==> config.mk <==
export PLATFORM = sky130hd
export DESIGN_NAME = dmem_port_arbiter
export DESIGN_NICKNAME = d
export VERILOG_FILES = /design/src/rtl/dmem_port_arbiter.sv
export SDC_FILE = /design/constraint.sdc
export NUM_CORES = 1
export LEC_CHECK = 0
export ABC_AREA = 1
export BUFFER_PORTS_ARGS = -buffer_cell sky130_fd_sc_hd__clkbuf_2
export CORE_AREA = 2 2 123 125
export CTS_CLUSTER_DIAMETER = 50
export DETAILED_ROUTE_END_ITERATION = 10
export DIE_AREA = 0 0 125 127
export HOLD_SLACK_MARGIN = 0.02
export SYNTH_ARGS = -nofsm -noshare
export SYNTH_HDL_FRONTEND = slang
export SYNTH_SLANG_ARGS = --single-unit
==> constraint.sdc <==
create_clock -name clk -period 1.8 [get_ports clk]
set_clock_uncertainty 0.1 [all_clocks]
set_input_delay 0.09 -clock clk [delete_from_list [all_inputs] [get_ports clk]]
set_output_delay 0.09 -clock clk [all_outputs]
set_load 0.01 [all_outputs]
==> src/rtl/dmem_port_arbiter.sv <==
// Arbiter for the shared data-memory port. The core has default priority, and a starvation
// counter forces the debug master through. The debug burst lock is built with DMEM_ARB_LOCK_EN.
module dmem_port_arbiter #(
  parameter int unsigned STARVE_MAX = 4
) (
  input  logic        clk,
  input  logic        reset,
  input  logic        core_read,
  input  logic        core_write,
  input  logic [31:0] core_addr,
  input  logic [31:0] core_wdata,
  input  logic [1:0]  core_store_type,
  input  logic [2:0]  core_load_type,
  output logic [31:0] core_rdata,
  output logic        core_stall,
  input  logic        dbg_req,
  input  logic        dbg_we,
  input  logic [31:0] dbg_addr,
  input  logic [31:0] dbg_wdata,
  input  logic [1:0]  dbg_store_type,
  input  logic [2:0]  dbg_load_type,
`ifdef DMEM_ARB_LOCK_EN
  input  logic        dbg_lock,
`endif
  output logic        dbg_gnt,
  output logic [31:0] dbg_rdata,
  output logic        dbg_rvalid,
  output logic        mem_read,
  output logic        mem_write,
  output logic [31:0] mem_addr,
  output logic [31:0] mem_wdata,
  output logic [1:0]  mem_store_type,
  output logic [2:0]  mem_load_type,
  input  logic [31:0] mem_rdata
);

  localparam logic [3:0] STARVE_LIM = 4'(STARVE_MAX);

  logic        core_active;
  logic        locked;
  logic        dbg_load_gnt;
  logic [3:0]  starve_cnt_q, starve_cnt_d;
  logic        dbg_rvalid_q, dbg_rvalid_d;
  logic [31:0] dbg_rdata_q,  dbg_rdata_d;

  assign core_active = core_read | core_write;

`ifdef DMEM_ARB_LOCK_EN
  typedef enum logic {ST_ARB, ST_LOCKED} state_e;
  state_e state_q, state_d;

  // NOTE: sequential state uses non-blocking assignments only, so every flop samples pre-edge values.
  always_ff @(posedge clk) begin
    if (reset) state_q <= ST_ARB;
    else       state_q <= state_d;
  end

  always_comb begin
    state_d = state_q;
    case (state_q)
      ST_ARB:    if (dbg_gnt && dbg_lock) state_d = ST_LOCKED;
      ST_LOCKED: if (!dbg_lock)           state_d = ST_ARB;
      default:   state_d = ST_ARB;
    endcase
  end

  assign locked = (state_q == ST_LOCKED);
`else
  assign locked = 1'b0;
`endif

  // NOTE: every output is assigned on every path through this block, so no latch is inferred.
  always_comb begin
    dbg_gnt    = locked ? dbg_req
                        : dbg_req & (~core_active | (starve_cnt_q == STARVE_LIM));
    core_stall = core_active & (dbg_gnt | locked);
    if (dbg_gnt) begin
      mem_read       = ~dbg_we;
      mem_write      = dbg_we;
      mem_addr       = dbg_addr;
      mem_wdata      = dbg_wdata;
      mem_store_type = dbg_store_type;
      mem_load_type  = dbg_load_type;
    end else begin
      // A stalled core must not leak a read or write into memory.
      mem_read       = core_read  & ~core_stall;
      mem_write      = core_write & ~core_stall;
      mem_addr       = core_addr;
      mem_wdata      = core_wdata;
      mem_store_type = core_store_type;
      mem_load_type  = core_load_type;
    end
  end

  assign dbg_load_gnt = dbg_gnt & ~dbg_we;

  always_comb begin
    starve_cnt_d = starve_cnt_q;
    if (locked || dbg_gnt || !dbg_req)
      starve_cnt_d = '0;
    else if (core_active && starve_cnt_q != STARVE_LIM)
      starve_cnt_d = starve_cnt_q + 4'd1;
    dbg_rvalid_d = dbg_load_gnt;
    dbg_rdata_d  = dbg_load_gnt ? mem_rdata : dbg_rdata_q;
  end

  // NOTE: the load-data register is reset too, because the debug master may read dbg_rdata out of reset.
  always_ff @(posedge clk) begin
    if (reset) begin
      starve_cnt_q <= '0;
      dbg_rvalid_q <= 1'b0;
      dbg_rdata_q  <= '0;
    end else begin
      starve_cnt_q <= starve_cnt_d;
      dbg_rvalid_q <= dbg_rvalid_d;
      dbg_rdata_q  <= dbg_rdata_d;
    end
  end

  assign core_rdata = mem_rdata;
  assign dbg_rdata  = dbg_rdata_q;
  assign dbg_rvalid = dbg_rvalid_q;

endmodule

==> run metrics <==
synthesized instance count 559; leading area contributor after synthesis nand2_1; area of the multi-input gates 1679 um2; met3 Use GR 6.575%; H-tree Lvls 2; Worst-path clk slew 50 ps; final worst-path cycle share 103.1%; Yosys warnings 0; CP max stage cell dfxtp_2; Worst Hold Depth 5; Antenna Nets Post-Route 0; startpoint types flop; largest net degree at the start of global routing 35; GPL Wtd Cong 0.8097; met1 GRT Util 22.19%; Synth Net Count 737; Mapped Area 3018 um2; CTS sink cnt 37; Max Fclk 0.5388 GHz; failing checks negative setup slack; final instance area 5354 um2; r2r worst-path depth 10; Max Cap Viol 0; CP peak stage delay 320 ps; fraction of layout cells with a size suffix above 1 47.64%; GRT overflow 0; most frequent CP cell nand2_2; first-pass detailed-route iteration total 4; Cells after DPL 1007; number of port buffers 313; Slew @ Worst Pin 444.9 ps; clock tree buffer depth 2; CP top delay family buffers and inverters; CP Class reg2out; first-pass GRT wire length 20850 um; pwr dens 507.9 nW/um2; drt initial violations 129; initial antenna violation count 1; Syn-to-layout area delta 77.40%; hold path start mem_rdata[11]; DIE AREA 15880 um2; unrepaired setup endpoints after global routing yes; dpl hpwl 11440 um; vias per cell 4.019; Worst Path Buf+Inv 4; sequential share of the synthesized area 24.54%; FF+latch count, synth 37; leakage 3.368 nW; Peak VDD IR 0.3585 mV; area post-placement 4563 um2; Final Hold Vio Count 0; Num CTS Buffers 5; Area contributors post-synth nand2_1 34%, dfxtp_1 25%, inv_1 13%; Post-Layout Cell Count 1031; R2R Path Start starve_cnt_q[1]; row count 44; # DRC 0; Clk Latency, worst-skew pair 270 ps; CP Capture Type primary output; vias in the first global route 3779; Max Transition Viols Final 0; grt met2 use 26.53%; Crit Path Max Fanout 8; HP Class in2reg; area share of the largest cell type after synthesis 33.96%; worst-path cell chain inv_2, ha_4, nand3_4, nand2_4, nand2_8, inv_12, clkbuf_16, nand2_2, nand2_2, buf_6; Die Y-Extent 127 um; post-synthesis cell type count 21; die width 125 um; worst path arrival time 1670 ps; Register Area 743.2 um2; Core Box Area 14420 um2; WL final 14640 um; vias post-DR 4144; Worst R2R End dbg_rdata[29]; mean area per synthesized cell 5.399 um2; CTS tree yes; Final min period 1856 ps; Final #Nets 1023; R2R Setup Slk 190 ps; total track usage 16.92%; CTS root buffer clkbuf_16; Initial Util 20.92%; status finished with violations; Worst Path Required 1610 ps; Routed WL per cell 14.20 um; # setup viols final 37; I/O Pins 314; Max-slew headroom 70.16%; Fill cells 1639; GRT busiest layer met2; Final WS setup -55.89 ps; WHS Endpoint dbg_rdata[11]
[timing repair]
item	in CTS	in global routing
endpoints found under the setup margin	73	72
gates cloned	4	3
pin swaps	2	15
hold buffers	1	0
setup buffers	7	2
hold endpoints to repair	1	0
resized for setup	34	142
[cells in the mapped netlist]
| cell type | n |
|---|---|
| dfxtp_1 | 37 |
| nand3_1 | 1 |
| nand3_2 | 1 |
| inv_2 | 1 |
| o21a_1 | 1 |
| nand4_1 | 33 |
| buf_2 | 7 |
| nand3_4 | 1 |
| xnor2_1 | 1 |
| buf_1 | 5 |
| clkinv_1 | 1 |
| nor2_1 | 37 |
| xor2_1 | 1 |
| inv_1 | 104 |
| nand2_1 | 273 |
| nand2_4 | 2 |
| clkbuf_1 | 9 |
| buf_4 | 40 |
| ha_1 | 2 |
| o21ai_0 | 1 |
| buf_6 | 1 |
[sequential cells by signal, indices dropped and copies added, names as in the netlist]
signal	count
dbg_rdata	32
dbg_rvalid	1
starve_cnt_q	4
[worst max path at each step]
stage	start	endpoint	depth (start not counted)	slack, ps
floorplan	starve_cnt_q[0]	mem_addr[0]	8	320
CTS	starve_cnt_q[0]	mem_wdata[13]	10	-80
finish	starve_cnt_q[1]	mem_wdata[18]	10	-60
detailed placement	starve_cnt_q[1]	dbg_rdata[23]	10	20
global route	starve_cnt_q[1]	mem_addr[29]	10	-140
global placement	starve_cnt_q[0]	dbg_rdata[28]	10	80
[area by class of cell]
class | count | area share [%]
Timing Repair Buffer | 340 | 40.03
Timing Repair inverter | 1 | 0.1636
Clock buffer | 8 | 2.547
Inverter | 106 | 7.665
Antenna cell | 1 | 0.04674
Tap cell | 184 | 4.300
Multi-Input combinational cell | 354 | 31.36
Sequential cell | 37 | 13.88
[per-layer routing]
layer	wire (um)	vias up
met5	0	-
met4	156	0
met3	1475	8
met2	6841	181
met1	6169	1783
li1	-	2172
[cell families (layout without fill, tap and decap cells)]
group                      after synthesis  after routing  synth area share, %
and+or+nand+nor                        348            348                47.22
AOI/OAI and AO/OA                        2              2               0.4145
buffers and inverters                  168            455                26.41
adders and majority gates                2              2               0.8291
DFF                                     37             37                24.54
other                                    0              1                    0
xor gates and xnor gates                 2              2               0.5805
[layout by cell type (no fill, tap or decap), types with 4 or more instances in the layout]
master	n
dfxtp_1	35
nand2_4	11
buf_4	13
nand4_1	33
nor2_1	37
nand2_1	225
clkbuf_8	4
buf_6	23
buf_2	32
inv_1	102
nand2_2	38
clkbuf_2	255
clkbuf_16	7
buf_12	6
[worst min-delay path, cell delays in order]
cell      delay, ps
clkbuf_2         90
inv_1            30
nand4_1          70
nand2_1          40
nor2_1           70
[through the flow]
stage | total power, mW | setup TNS, ps | hold WS (ps) | util, % | worst slack [ps]
3_3_place_gp | 1.744 | 0 | 216.9 | 31.64 | 78.29
4_1_cts | 2.679 | -2975 | 45.50 | 34.73 | -78.65
3_5_place_dp | 1.747 | 0 | 221.7 | 31.64 | 23.30
2_1_floorplan | 1.318 | 0 | 62.38 | - | 318.6
6_report | 2.719 | -945.7 | 49.83 | 37.12 | -55.89
5_1_grt | 2.899 | -7482 | 68.67 | 37.10 | -141.3
[power breakdown]
group | internal [mW] | switching, mW | total (mW)
Combinational | 0.487 | 0.537 | 1.02
Clock | 0.515 | 0.318 | 0.832
Sequential | 0.848 | 0.0148 | 0.863
Note: power is estimated with default switching activity, not from simulation.
